File: config.mk
export PLATFORM = sky130hd
export DESIGN_NAME = hcu_hist_update
export DESIGN_NICKNAME = d
export VERILOG_FILES = /design/src/rtl/hcu_pkg.sv /design/src/rtl/hcu_hist_update.sv
export SDC_FILE = /design/constraint.sdc
export NUM_CORES = 1
export LEC_CHECK = 0
export ABC_AREA = 1
export BUFFER_PORTS_ARGS = -buffer_cell sky130_fd_sc_hd__buf_4
export CORE_MARGIN = 3
export CORE_UTILIZATION = 55
export DETAILED_ROUTE_END_ITERATION = 8
export PLACE_DENSITY = 0.83
export REMOVE_ABC_BUFFERS = 1
export SETUP_SLACK_MARGIN = 0.4
export SYNTH_ARGS = -nofsm -noshare
export SYNTH_HDL_FRONTEND = slang
export SYNTH_SLANG_ARGS = --single-unit
File: constraint.sdc
create_clock -name clk -period 4.1 [get_ports clk]
set_input_delay 0.82 -clock clk [delete_from_list [all_inputs] [get_ports clk]]
set_output_delay 0.82 -clock clk [all_outputs]
set_load 0.005 [all_outputs]
File: src/rtl/hcu_pkg.sv
// Shared types and constants for the histogram compute unit.
// Holds the update-engine state encoding and the saturating increment helper.
package hcu_pkg;

    typedef enum logic [2:0] {
        S_IDLE,
        S_CLEAR,
        S_RD,
        S_WR,
        S_DONE
    } hcu_state_t;

    localparam int HIST_ADDR_W = 14;
    localparam int HIST_DATA_W = 8;
    localparam int HIST_DEPTH  = 16384;

    // Width-agnostic: callers pass their own maximum count.
    function automatic logic [31:0] sat_inc(input logic [31:0] v,
                                            input logic [31:0] max_v);
        return (v >= max_v) ? max_v : v + 32'd1;
    endfunction

endpackage

File: src/rtl/hcu_hist_update.sv
// HCU update engine: clears every histogram bin, then performs a saturating
// read-modify-write increment per sample and pulses done after the last one.
module hcu_hist_update
    import hcu_pkg::*;
#(
    parameter int ADDR_W = HIST_ADDR_W,
    parameter int DATA_W = HIST_DATA_W,
    parameter int DEPTH  = HIST_DEPTH
) (
    input  logic              clk,
    input  logic              rst,
    input  logic              start,
    input  logic              in_valid,
    input  logic [ADDR_W-1:0] in_bin,
    input  logic              in_last,
    output logic              in_ready,
    output logic              busy,
    output logic              done,
    output logic              sat_flag,
    output logic [ADDR_W-1:0] hist_addr_predict_HCU,
    output logic              hist_ren_predict_HCU,
    output logic              hist_wen_predict_HCU,
    output logic [DATA_W-1:0] hist_wdata_predict_HCU,
    input  logic [DATA_W-1:0] hist_rdata_predict_HCU
);

    localparam logic [DATA_W-1:0] CNT_MAX  = '1;
    localparam logic [ADDR_W-1:0] CLR_LAST = ADDR_W'(DEPTH - 1);

    hcu_state_t        state;
    logic [ADDR_W-1:0] clr_cnt;
    logic [ADDR_W-1:0] bin_q;
    logic              last_q;

    always_ff @(posedge clk or posedge rst) begin
        if (rst) begin
            state    <= S_IDLE;
            clr_cnt  <= '0;
            bin_q    <= '0;
            last_q   <= 1'b0;
            sat_flag <= 1'b0;
        end else begin
            unique case (state)
                S_IDLE: begin
                    if (start) begin
                        state    <= S_CLEAR;
                        clr_cnt  <= '0;
                        sat_flag <= 1'b0;
                    end
                end
                S_CLEAR: begin
                    clr_cnt <= clr_cnt + 1'b1;
                    if (clr_cnt == CLR_LAST)
                        state <= S_RD;
                end
                S_RD: begin
                    if (in_valid) begin
                        bin_q  <= in_bin;
                        last_q <= in_last;
                        state  <= S_WR;
                    end
                end
                S_WR: begin
                    if (hist_rdata_predict_HCU == CNT_MAX)
                        sat_flag <= 1'b1;
                    state <= last_q ? S_DONE : S_RD;
                end
                S_DONE: state <= S_IDLE;
                default: state <= S_IDLE;
            endcase
        end
    end

    // Strobes and address are decoded from state; inactive fields stay zero.
    always_comb begin
        in_ready               = 1'b0;
        busy                   = (state != S_IDLE);
        done                   = 1'b0;
        hist_addr_predict_HCU  = '0;
        hist_ren_predict_HCU   = 1'b0;
        hist_wen_predict_HCU   = 1'b0;
        hist_wdata_predict_HCU = '0;
        unique case (state)
            S_IDLE: ;
            S_CLEAR: begin
                hist_wen_predict_HCU  = 1'b1;
                hist_addr_predict_HCU = clr_cnt;
            end
            S_RD: begin
                in_ready             = 1'b1;
                hist_ren_predict_HCU = in_valid;
                if (in_valid)
                    hist_addr_predict_HCU = in_bin;
            end
            S_WR: begin
                hist_wen_predict_HCU   = 1'b1;
                hist_addr_predict_HCU  = bin_q;
                hist_wdata_predict_HCU = DATA_W'(sat_inc(
                    32'(hist_rdata_predict_HCU), 32'(CNT_MAX)));
            end
            S_DONE: done = 1'b1;
            default: ;
        endcase
    end

endmodule

==> flow_summary.ini <==
[critical_path]
r2r_cells = 6
crit_required_ns = 3.28
start_kind = input port
cp-end-kind = primary output
rrSetupSlack_ns = 2.54
crit_arrival_ns = 1.99
crit_type = input port to primary output
path_max_fanout = 5

[synth]
yosysSeqAreaShare_pct = 41.6
yosysTopAreaCellShare_pct = 41.6
synth.distinct_cells = 28
yosys_warnings = 0
avgSynthCellArea_um2 = 7.27
yosys.area.top_type = dfrtp_1
synth_area_leaders = dfrtp_1 42%, nand2_1 14%, inv_1 8.1%
synth_area_um2 = 1990
synthCells = 273
ys_ff_latch = 33

[die]
coreArea_um2 = 3420
start_util_pct = 58.1
rows = 21
fp.dieArea_um2 = 4370
die_y_um = 66.1
pin_count = 55
dieWidth_um = 66.1

[place]
portBuffers = 54
gp_congestion = 0.843
hpwl_um = 3490
dp.cells = 370

[min_path]
min_path_type = flop to flop
min_path_cells = 2

[flow_run]
max_cap_viol_count = 0

[finish]
drive_above_1_share_pct = 21.4
syn2layout_area_growth_pct = 24.6
fill_cells = 302
layout.nets = 360
antenna_cells = 0
fin_util_pct = 72.4
finalNonFillerCells = 378

[global_routing]
grt_pass1_wl_um = 7840
antenna_found_initial = 0
grt_max_degree = 34
grtUsageTotal_pct = 23.2
grt_pass1_vias = 1786
gr-total-overflow = 0

[routing]
drcViolationCount = 0
vias = 2012
detail-route-antenna-nets = 0
drtIter0Drc = 85
via_per_inst = 5.32
firstDrtPassIters = 5
wl_per_cell_um = 12.4
wl_um = 4670

[sta]
rsz0062_at_grt = no
slew_viol_final = 0
timing.fmax_mhz = 357
min_period_over_period_pct = 68.4
worstMarginPinSlew_ns = 0.416
hold_viol = 0
tns_ns = 0
period_needed_ns = 2.81
fin_skew_ns = 0.00262
finalSetupViolations = 0
hold_ws_ns = 0.486
slew_headroom_pct = 72.3

[clock_tree]
cts_buffer_depth = 2
path_clk_slew_ns = 0.09
clock_sinks = 33
cts_setup_buffers = 0
cts_tree = done
cts-root-buf = clkbuf_4
h-tree-depth = 2
holdBufCountCts = 0
cts_buffers = 5
clkLatencyLatePin_ns = 0.33
cts_resized = 0

[power]
power_mw = 0.555
p_leak_nw = 1.31
cellPowerDensity_nw_per_um2 = 224
vdd_drop_max_mv = 0.183

[outcome]
status = finished, final reports clean
cells in the mapped netlist, drive strengths merged:
cell,number
o211ai,3
o22ai,1
nor2,22
xnor2,1
a21boi,1
o221ai,10
ha,2
clkinv,1
xor2,1
o21ai,25
nand4,8
nor3,5
a21oi,9
dfrtp,33
inv,46
buf,6
nand3,24
nand2,74
nand3b,1
path summary, 6_finish.rpt:
kind | to | startpoint
hold / removal | bin_q[0] | bin_q[0]
setup reg to reg | clr_cnt[8] | state[1]
max in group asynchronous | bin_q[7] | rst
min in group asynchronous | state[2] | rst
hold reg to reg | bin_q[0] | bin_q[0]
setup / recovery | hist_wdata_predict_HCU[4] | hist_rdata_predict_HCU[0]
layer usage:
layer  track usage (%)  vias to the layer above  share of wire (%)
met4              8.12                        0                1.3
met5                 0                        -                  0
met2              37.5                       82                 46
met1              30.5                      907                 45
li1                  -                     1016                  -
met3              5.27                        7                7.8
report_power, final:
part           switching [mW]  internal [mW]  total, mW
Combinational          0.0234         0.0231     0.0465
Sequential            0.00271          0.334      0.337
Clock                   0.103         0.0683      0.172
sequential cells by signal, summed over array words and instances (netlist names):
signal    cells
bin_q        14
clr_cnt      14
last_q        1
sat_flag      1
state         3
through the flow:
| stage | instance area (um^2) | worst slack [ns] |
|---|---|---|
| after global routing | 2470 | 1.18 |
| after floorplan | 1940 | 1.27 |
| after CTS | 2470 | 1.29 |
| final | 2470 | 1.29 |
| after global placement | 2420 | 1.36 |
| after detailed placement | 2420 | 1.30 |
placed cells by master (no fill, tap or decap), types with 2 or more instances in the layout:
cell type  instances
dfrtp_1           33
inv_2              3
nor3_1             4
buf_4             57
nand4_1            8
clkbuf_1           3
a21oi_1            9
o21ai_1            2
nand2_1           73
clkbuf_4           5
nor2_1            21
o221ai_1          10
ha_1               2
nand3_1           22
o21ai_0           23
inv_1             43
o211ai_1           3
critical path, stage by stage:
cell,delay (ns)
buf_4,0.10
ha_1,0.17
nand3_1,0.12
nor2_1,0.26
nand3_1,0.17
a21oi_1,0.20
buf_4,0.14
area by class of cell:
class                   instances  area, um^2  area share [%]
inverters                      47         181            7.33
repair buffers                 57         428            17.3
clock buffers                   8        48.8            1.97
multi-input cells             187         932            37.7
flip-flops and latches         33         826            33.4
well taps                      46        57.6            2.33
cells by family (layout without fill, tap and decap cells):
logic type,Yosys count,count (layout),synth area share (%)
adder cells (fa/ha/maj),2,2,1.26
buffers and inverters,53,112,11.5
flip-flops,33,33,41.6
XOR/XNOR,2,2,0.882
AO/OA/AOI/OAI,49,49,14.8
AND/OR/NAND/NOR,134,134,30.0
Power figures use the tool's default switching activity.
